[config.mk]
export PLATFORM = sky130hd
export DESIGN_NAME = mem_bus_arbiter
export DESIGN_NICKNAME = d
export VERILOG_FILES = /design/src/rtl/mem_bus_arbiter.sv
export SDC_FILE = /design/constraint.sdc
export NUM_CORES = 1
export LEC_CHECK = 0
export BUFFER_PORTS_ARGS = -buffer_cell sky130_fd_sc_hd__buf_4
export CAP_MARGIN = 30
export CORE_AREA = 2 2 288 290
export DETAILED_ROUTE_END_ITERATION = 10
export DIE_AREA = 0 0 290 292
export GPL_ROUTABILITY_DRIVEN = 1
export SYNTH_ARGS = -nofsm -noshare
export SYNTH_HDL_FRONTEND = slang
export SYNTH_SLANG_ARGS = --single-unit
[constraint.sdc]
create_clock -name clock -period 2.1 [get_ports clock]
set_input_delay 0.105 -clock clock [delete_from_list [all_inputs] [get_ports clock]]
set_output_delay 0.105 -clock clock [all_outputs]
set_load 0.02 [all_outputs]
[src/rtl/mem_bus_arbiter.sv]
// Round-robin arbiter merging I-cache and D-cache block misses onto one DRAM bus.
// Enables are held until acknowledge, then a forced RELEASE/DONE/IDLE gap precedes the next grant.
module mem_bus_arbiter #(
  parameter int ADDR_W = 32,
  parameter int WORD_W = 32,
  parameter int BLOCK  = 4
) (
  input  logic                           clock,
  input  logic                           reset,
  input  logic [ADDR_W-1:0]              i_addr,
  input  logic                           i_read_req,
  output logic [BLOCK-1:0][WORD_W-1:0]   i_rdata,
  output logic                           i_done,
  input  logic [ADDR_W-1:0]              d_addr,
  input  logic [BLOCK-1:0][WORD_W-1:0]   d_wdata,
  input  logic                           d_read_req,
  input  logic                           d_write_req,
  output logic [BLOCK-1:0][WORD_W-1:0]   d_rdata,
  output logic                           d_done,
  output logic [ADDR_W-1:0]              bus_address_to_mem,
  output logic [BLOCK-1:0][WORD_W-1:0]   bus_data_to_mem,
  output logic                           bus_read_enable,
  output logic                           bus_write_enable,
  input  logic [BLOCK-1:0][WORD_W-1:0]   bus_data_from_mem,
  input  logic                           acknowledge_from_mem
);

  typedef enum logic [1:0] {IDLE, BUSY, RELEASE, DONE} state_t;

  state_t                         state_q, state_d;
  logic                           last_d_q, last_d_d;
  logic                           gnt_d_q, gnt_d_d;
  logic [ADDR_W-1:0]              addr_q, addr_d;
  logic [BLOCK-1:0][WORD_W-1:0]   wdata_q, wdata_d;
  logic                           rd_en_q, rd_en_d;
  logic                           wr_en_q, wr_en_d;
  logic [BLOCK-1:0][WORD_W-1:0]   i_rdata_q, i_rdata_d;
  logic [BLOCK-1:0][WORD_W-1:0]   d_rdata_q, d_rdata_d;
  logic                           i_done_q, i_done_d;
  logic                           d_done_q, d_done_d;

  logic i_pend, d_pend, pick_d, pick_wr;

  always_comb begin
    state_d   = state_q;
    last_d_d  = last_d_q;
    gnt_d_d   = gnt_d_q;
    addr_d    = addr_q;
    wdata_d   = wdata_q;
    rd_en_d   = rd_en_q;
    wr_en_d   = wr_en_q;
    i_rdata_d = i_rdata_q;
    d_rdata_d = d_rdata_q;
    i_done_d  = 1'b0;
    d_done_d  = 1'b0;

    i_pend  = i_read_req;
    d_pend  = d_read_req | d_write_req;
    // D wins when it is alone, or when both wait and I was served last
    pick_d  = d_pend && (!i_pend || !last_d_q);
    // A D request with both read and write high is a write
    pick_wr = pick_d && d_write_req;

    case (state_q)
      IDLE: begin
        if (i_pend || d_pend) begin
          gnt_d_d  = pick_d;
          last_d_d = pick_d;
          addr_d   = pick_d ? d_addr : i_addr;
          wdata_d  = pick_d ? d_wdata : '0;
          rd_en_d  = !pick_wr;
          wr_en_d  = pick_wr;
          state_d  = BUSY;
        end
      end
      BUSY: begin
        if (acknowledge_from_mem) begin
          if (!wr_en_q) begin
            if (gnt_d_q) d_rdata_d = bus_data_from_mem;
            else         i_rdata_d = bus_data_from_mem;
          end
          rd_en_d = 1'b0;
          wr_en_d = 1'b0;
          state_d = RELEASE;
        end
      end
      RELEASE: begin
        if (!acknowledge_from_mem) begin
          i_done_d = !gnt_d_q;
          d_done_d = gnt_d_q;
          state_d  = DONE;
        end
      end
      DONE:    state_d = IDLE;
      default: state_d = IDLE;
    endcase
  end

  always_ff @(posedge clock) begin
    if (reset) begin
      state_q   <= IDLE;
      last_d_q  <= 1'b1;
      gnt_d_q   <= 1'b0;
      addr_q    <= '0;
      wdata_q   <= '0;
      rd_en_q   <= 1'b0;
      wr_en_q   <= 1'b0;
      i_rdata_q <= '0;
      d_rdata_q <= '0;
      i_done_q  <= 1'b0;
      d_done_q  <= 1'b0;
    end else begin
      state_q   <= state_d;
      last_d_q  <= last_d_d;
      gnt_d_q   <= gnt_d_d;
      addr_q    <= addr_d;
      wdata_q   <= wdata_d;
      rd_en_q   <= rd_en_d;
      wr_en_q   <= wr_en_d;
      i_rdata_q <= i_rdata_d;
      d_rdata_q <= d_rdata_d;
      i_done_q  <= i_done_d;
      d_done_q  <= d_done_d;
    end
  end

  assign bus_address_to_mem = addr_q;
  assign bus_data_to_mem    = wdata_q;
  assign bus_read_enable    = rd_en_q;
  assign bus_write_enable   = wr_en_q;
  assign i_rdata            = i_rdata_q;
  assign d_rdata            = d_rdata_q;
  assign i_done             = i_done_q;
  assign d_done             = d_done_q;

endmodule

# After elaboration in Yosys (flattened, before gate mapping)
# Cells that the tools add are included.
# W data, S select, Z words.
[classes]
n_eq_ne = 6
muxes = 11
bitwise = 4
n_reduce_logical = 16
[ops]
columns = ["operator", "count"]
rows = [
  ["$mux W128", 1],
  ["$mux W32", 1],
  ["$pmux W2 S4", 1],
  ["$reduce_and A4 Y1", 2],
  ["$mux W2", 3],
  ["$ne A2 B2 Y1 const B", 3],
  ["$reduce_and A3 Y1", 2],
  ["$eq A2 B2 Y1 const B", 2],
  ["$logic_not A1 Y1", 4],
  ["$pmux W1 S2", 2],
  ["$mux W1", 3],
  ["$not A1 Y1", 3],
  ["$reduce_or A3 Y1", 1],
  ["$eq A2 B1 Y1 const B", 1],
  ["$logic_and A1 B1 Y1", 2],
  ["$logic_not A2 Y1", 1],
  ["$logic_or A1 B1 Y1", 2],
  ["$reduce_and A2 Y1", 1],
  ["$reduce_bool A2 Y1", 1],
  ["$or A1 B1 Y1", 1],
]
[word_totals]
regBits = 424
in_bits = 326
out_inout_bits = 420

# Longest topological paths before layout
# Gate-level depths: netlist of the first run.
[logic_depth]
depth_word = 7
depth_mapped = 8

# Worst setup path after synthesis of the first run
# No wires, ideal clock.
[synth_timing]
path_kind = "reg2reg"
startpoint = "reg state_q[0]"
endpoint = "reg rd_en_q (netlist: bus_read_enable)"
setup_time_ns = 0.070
t_arrival_ns = 1.499
required_ns = 2.030
setup_slack_ns = 0.531
path_stages_with_launch = 7
path_buffers = 1
period_less_slack_ns = 1.569
path_cell_list = "dfxtp_1 -> inv_1 -> ha_1 -> buf_2 -> nor4b_2 -> or4_1 -> a21oi_1"
[synth_between]
elab_chain_len = 3
word_cells_on_any_way = 7
[synth_rtl]
columns = ["item", "line", "rtl"]
rows = [
  ["start: declaration", "30", "state_t state_q, state_d;"],
  ["start signal: assignment", "113", "state_q <= state_d;"],
  ["$eq A2 B1 Y1 or $logic_not A2 Y1 (tied branches)", "64", "case (state_q)"],
  ["$ne A2 B2 Y1 (no line) or $reduce_bool A2 Y1 (tied branches)", "n/a", ""],
  ["$reduce_and A3 Y1 (no line)", "n/a", ""],
  ["end signal: assignment", "118", "rd_en_q <= rd_en_d;"],
  ["end: declaration", "35", "logic rd_en_q, rd_en_d;"],
]
# Several ways; a longest one is shown, not always the timed one.
# A chain may end at the register's enable or synchronous reset.

# Final worst setup path of the first run
[layout_timing]
startpoint = "reg last_d_q"
endpoint = "reg gnt_d_q"
[layout_between]
elab_chain_len = 3
[layout_rtl]
columns = ["item", "line", "rtl"]
rows = [
  ["start: declaration", "31", "logic last_d_q, last_d_d;"],
  ["start signal: assignment", "114", "last_d_q <= last_d_d;"],
  ["$logic_not A1 Y1", "60", "pick_d = d_pend && (!i_pend || !last_d_q);"],
  ["$logic_or A1 B1 Y1", "60", ""],
  ["$logic_and A1 B1 Y1", "60", ""],
  ["end signal: assignment", "115", "gnt_d_q <= gnt_d_d;"],
  ["end: declaration", "32", "logic gnt_d_q, gnt_d_d;"],
]
# Every way passes these cells.

==> run_results.csv, run 1 <==
group,metric,value,unit
outcome,status,"complete, no violations",
setup_path,crit_fanout,5,
detailed_routing,viasPerCell,4.23,
place,preCtsSetupSlack,0.130,ns
global_routing,grtUsageTotal,0.147,
sta,fin_crit,2.00,ns
synth,yosys.area.top_type,"dfxtp_1",
setup_path,crit_top_cell,"dlygate4sd3_1",
layout,area_growth,81.0,%
cts,cts_tree,"done",
synth,synth_seq_cells,424,
detailed_routing,wl_per_cell,16.2,µm
floorplan,row_count,105,
setup_path,cp-end-kind,"flip-flop",
sta,timing.final.crit_share,0.950,
setup_path,cp_slowest_cell,"dlygate4sd3_1",
place,portBuffers,745,
setup_path,path_depth,5,
synth,yosysMostFrequentCell,"nand2_1",
layout,final_nets,3289,
sta,tns,0,ns
synth,yosysUniqueCellTypes,34,
setup_path,endpoint,"gnt_d_q",
global_routing,antenna_found_initial,8,
synth,synth_commonest_cells,"707 x nand2_1, 424 x dfxtp_1, 387 x a21oi_1",
synth,avgSynthCellArea,7.93,µm²
hold_path,hold_depth,4,
cts,cts_sinks,424,
cts,cts_buffers,48,
sta,finClkSkew,0.0165,ns
floorplan,start_util,0.185,
setup_path,crit_family,"buffers and inverters",
power_and_ir_drop,power.density,1010,nW/µm²
synth,synth-edff-count,0,
synth,async_flop_share,0,
synth,ys_top_cells_by_area,"dfxtp_1 56%, nand2_1 18%, a21oi_1 13%",
cts,clk_pin_slew,0.07,ns
setup_path,crit_buf_inv,2,
power_and_ir_drop,leakagePower,11.3,nW
sta,slew_headroom,0.618,
setup_path,startpoint,"last_d_q",
synth,ys.flop_type,"dfxtp_1",
setup_path,rr_startpoint,"last_d_q",
floorplan,pin_count,746,
floorplan,fp.dieArea,84700,µm²
setup_path,rrSetupSlack,0.10,ns
layout,final_util,0.335,
setup_path,r2r_cells,5,
sta,finalSetupViolCount,0,
floorplan,die-width,290,µm
synth,yosysSeqAreaShare,0.562,
synth,yosysWarnings,0,
setup_path,arrival,2.52,ns
layout,multi_input_area,5960,µm²
sta,finalWorstSetupSlack,0.104,ns
synth,syn_inst,1903,
synth,syn-cell-area,15100,µm²
global_routing,grt_pass1_vias,17323,
cts,clock_latency,0.58,ns
detailed_routing,drt_iter0_markers,696,
synth,yosysTopAreaCellShare,0.562,
detailed_routing,dr.pass1.iters,5,
sta,max_slew.worst_pin.slew,0.572,ns
place,dpl.hpwl,45700,µm
layout,layout-drive-gt1-share,0.305,
layout,ff_latch_area,8490,µm²
detailed_routing,ant_nets,0,
run,maxCapViolCount,0,
detailed_routing,drc,0,
setup_path,critPathRequiredTime,2.63,ns
power_and_ir_drop,finalPower,0.0276,W
power_and_ir_drop,ir_worst_vdd,0.660,mV
sta,fmax,0.501,GHz
global_routing,grt_pass1_wl,99400,µm
setup_path,rr_endpoint,"gnt_d_q",
cts,htreeDepth,2,
floorplan,core,81600,µm²
sta,rsz0062_at_grt,"false",
cts,clockBufferDepth,3,
detailed_routing,vias,17225,
sta,drv_slew,0,
detailed_routing,routed_wl,65700,µm
setup_path,crit_path_start_kind,"flip-flop",
global_routing,grt_max_degree,69,
floorplan,die_h,292,µm
cts,cts_root_buf,"clkbuf_16",
sta,hold_violations,0,
synth,synth_nets,2232,
layout,nFillCells,8330,
setup_path,crit_path_max_incr_delay,0.59,ns
setup_path,cp_cell_sequence,"a2bb2oi_4 -> dlygate4sd3_1 -> nand2_1 -> a21oi_1 -> dlygate4sd3_1",
place,gp_congestion,0.845,
hold_path,hold_class,"in2reg",
global_routing,gr-total-overflow,0,
setup_path,critPathKind,"reg2reg",
==> worst min-delay path by stage <==
stage                            from           end
2_1_floorplan  bus_data_from_mem[127]  d_rdata[127]
3_3_place_gp    bus_data_from_mem[82]   d_rdata[82]
3_5_place_dp    bus_data_from_mem[18]   i_rdata[18]
4_1_cts         bus_data_from_mem[17]   d_rdata[17]
5_1_grt         bus_data_from_mem[87]   d_rdata[87]
6_report        bus_data_from_mem[86]   d_rdata[86]
==> cell usage in the layout, fill, tap and decap left out, types with 16 or more instances in the layout <==
master,count
a21oi_1,387
a311oi_1,32
buf_12,24
buf_4,805
clkbuf_1,16
clkbuf_16,51
dfxtp_1,423
dlygate4sd3_1,335
nand2_1,707
nand3_1,129
nor2_1,33
==> final cells by class <==
cell class | count | share of cell area
antenna | 5 | 0.000458
multi-input combinational | 1315 | 0.218
timing repair buffer | 1168 | 0.364
clock inverter | 12 | 0.00550
tap | 1070 | 0.0490
clock buffer | 73 | 0.0515
inverter | 3 | 0.000412
sequential | 424 | 0.311
==> routing by layer <==
layer,GRT usage,routed length [µm]
met4,0.0551,2210
met2,0.252,31400
met3,0.0486,5560
met5,0,41
met1,0.170,26500
==> worst register-to-register path, delay by kind of cell (launching register included) <==
kind | cells | cell delay (ns)
AOI/OAI and AO/OA | 2 | 0.36
DFF | 1 | 0.36
and+or+nand+nor | 1 | 0.07
buffers and inverters | 2 | 1.14
==> registers in the layout (all words and copies together), names as in the netlist <==
register	cells
bus_data_to_mem	128
d_rdata	128
i_rdata	128
bus_address_to_mem	32
state_q	2
bus_read_enable	1
bus_write_enable	1
d_done	1
gnt_d_q	1
i_done	1
last_d_q	1
==> what timing repair did <==
action	in CTS	in global routing
resized for setup	0	2
setup endpoints to repair	0	40
buffers inserted	0	3
endpoints found under the hold margin	423	0
hold buffers	335	0
==> cell families after synthesis <==
kind of cell / count (synthesis) / synth area share
DFF: 424 / 0.562
adders and majority gates: 3 / 0.00249
and+or+nand+nor: 880 / 0.234
buffers and inverters: 164 / 0.0466
AOI/OAI and AO/OA: 430 / 0.153
muxes: 2 / 0.00141
==> stage by stage <==
stage	hold WS [ns]	cells	instance area (µm²)
global placement	0.362	3640	22300
CTS	0.277	4061	27300
floorplan	0.241	1903	15100
detailed placement	0.369	3641	22300
global route	0.311	4070	27300
finish	0.326	4070	27300
==> report_power, final <==
part | internal, W | switching [W] | total [W]
Clock | 0.00497 | 0.00351 | 0.00848
Combinational | 0.00388 | 0.00542 | 0.00929
Sequential | 0.00917 | 0.000674 | 0.00985
Total | 0.0180 | 0.00960 | 0.0276
(Power assumes the default switching activity.)
==> run 2, diff against run 1 <==
- REMOVE_ABC_BUFFERS: unset -> 1
==> run 2 against run 1 <==
Net effect: setup slack improved by 0.043 ns; total power up 0.63%; wire length grew 5.1%; register-to-register slack gained 0.04 ns; critical endpoint is now bus_address_to_mem[16]; global-route usage increased by 0.76 points.
==> run_results.csv, run 2 (same netlist as run 1, synthesis figures left out) <==
group,metric,value,unit
sta,drv_slew,0,
setup_path,cp_slowest_cell,"dlygate4sd3_1",
sta,fin_crit,1.95,ns
sta,timing.final.crit_share,0.930,
layout,final_nets,3266,
floorplan,die_h,292,µm
layout,nFillCells,8413,
power_and_ir_drop,power.share.sequential,0.354,
place,preCtsSetupSlack,0.115,ns
sta,rsz0062_at_grt,"false",
setup_path,arrival,2.48,ns
detailed_routing,viasPerCell,4.26,
outcome,status,"complete, no violations",
detailed_routing,top_signal_layer_used,"met5",
cts,cts_buffers,50,
floorplan,fp.dieArea,84700,µm²
power_and_ir_drop,net-switching-power,0.00969,W
setup_path,cp_cell_sequence,"a2bb2oi_4 -> buf_6 -> nand2_1 -> a311oi_1 -> dlygate4sd3_1",
power_and_ir_drop,swShare,0.349,
global_routing,grt_pass1_wl,103000,µm
global_routing,gr-total-overflow,0,
cts,htreeDepth,2,
setup_path,cp-end-kind,"flip-flop",
detailed_routing,wl_met3,6210,µm
floorplan,pin_count,746,
layout,final_cell_mix,"784 x buf_4, 707 x nand2_1, 424 x dfxtp_1",
sta,fmax,0.512,GHz
cts,cts_tree,"done",
layout,layout-drive-gt1-share,0.305,
power_and_ir_drop,internal-power,0.0181,W
power_and_ir_drop,ir_worst_vdd,0.719,mV
global_routing,grt_max_degree,89,
detailed_routing,routed_wl,69100,µm
setup_path,crit_fanout,50,
place,portBuffers,745,
floorplan,core,81600,µm²
sta,finClkSkew,0.0268,ns
setup_path,crit_path_start_kind,"flip-flop",
power_and_ir_drop,finalPower,0.0278,W
sta,max_slew.worst_pin.slew,0.886,ns
hold_path,hold_class,"in2reg",
sta,hold_ws,0.0867,ns
global_routing,antenna_found_initial,16,
power_and_ir_drop,p_comb_frac,0.334,
cts,clockBufferDepth,3,
cts,cts_root_buf,"clkbuf_16",
floorplan,row_count,105,
power_and_ir_drop,power.density,1020,nW/µm²
detailed_routing,vias,17249,
layout,area_growth,80.7,%
setup_path,critPathKind,"reg2reg",
detailed_routing,dr.pass1.iters,5,
power_and_ir_drop,leakagePower,11.3,nW
detailed_routing,wl_met2,33100,µm
sta,finalSetupViolCount,0,
cts,cts_sinks,424,
detailed_routing,ant_nets,0,
global_routing,grtUsageTotal,0.155,
cts,clk_pin_slew,0.06,ns
layout,stdcell_count,4050,
power_and_ir_drop,clock_power_share,0.313,
detailed_routing,drt_iter0_markers,777,
floorplan,start_util,0.185,
global_routing,grt_pass1_vias,17300,
cts,clock_latency,0.59,ns
layout,ff_latch_area,8490,µm²
run,maxCapViolCount,0,
detailed_routing,wl_per_cell,17.1,µm
layout,layout_commonest_cell,"buf_4",
sta,hold_violations,0,
sta,finalWorstSetupSlack,0.147,ns
place,placed_cells,3627,
place,gp_congestion,0.822,
sta,slew_headroom,0.409,
detailed_routing,drc,0,
setup_path,crit_path_max_incr_delay,0.58,ns
place,dpl.hpwl,48100,µm
layout,multi_input_area,5980,µm²
detailed_routing,m1WireLength,26800,µm
floorplan,die-width,290,µm
setup_path,critPathRequiredTime,2.63,ns
[run 2: changes by cell type in the layout (fill, tap and decap cells not counted), sizes merged]
cell	previous run	this run
dlygate4sd3	335	325
clkbuf	74	72
clkinv	8	7
clkinvlp	0	4
buf	832	816
diode	5	10
[run 2: stage by stage]
stage	instance area (µm²)	util	setup TNS, ns
finish	27300	0.334	0
global route	27300	0.334	0
CTS	27200	0.333	0
detailed placement	22300	0.273	0
global placement	22300	0.273	0
floorplan	14400	-	-1105.36
[run 2: final timing paths]
kind / start / endpoint / slack (ns) / cells after the start
setup / recovery: last_d_q / bus_address_to_mem[16] / 0.15 / 5
hold / removal: d_write_req / bus_write_enable / 0.09 / 4
setup reg to reg: last_d_q / bus_address_to_mem[16] / 0.15 / 5
hold reg to reg: d_rdata[17] / d_rdata[17] / 0.45 / 2
[run 2: final cells by class]
class | count | area share
clock buffers | 70 | 0.0534
inverters | 3 | 0.000413
diodes | 10 | 0.000918
well taps | 1070 | 0.0491
clock inverters | 15 | 0.00601
multi-input cells | 1315 | 0.219
repair buffers | 1143 | 0.360
flip-flops and latches | 424 | 0.311
[run 2: per-layer routing]
metal,GRT usage,vias up
met2,0.264,758
met5,0,-
met3,0.0530,159
met1,0.174,7965
met4,0.0686,6
li1,-,8361
[run 2: timing repair]
| item | 4_1_cts | 5_1_grt |
|---|---|---|
| hold endpoints to repair | 422 | 0 |
| endpoints found under the setup margin | 0 | 26 |
| gates resized for setup | 0 | 5 |
| hold buffers | 325 | 0 |
| setup buffers | 0 | 1 |
[run 2: critical path: cells and delay by family, from the launching register on]
kind	cells	cell delay, ns
simple gates	1	0.10
flops	1	0.37
buf+inv	2	0.95
compound gates	2	0.48
[run 2: power by group through the flow]
stage	sequential, W	clock (W)	combinational, W
2_1_floorplan	0.0109	0	0.00256
3_3_place_gp	0.00995	0	0.00855
3_5_place_dp	0.00998	0	0.00857
4_1_cts	0.00983	0.00898	0.00913
5_1_grt	0.00996	0.00929	0.00999
6_report	0.00983	0.00869	0.00928
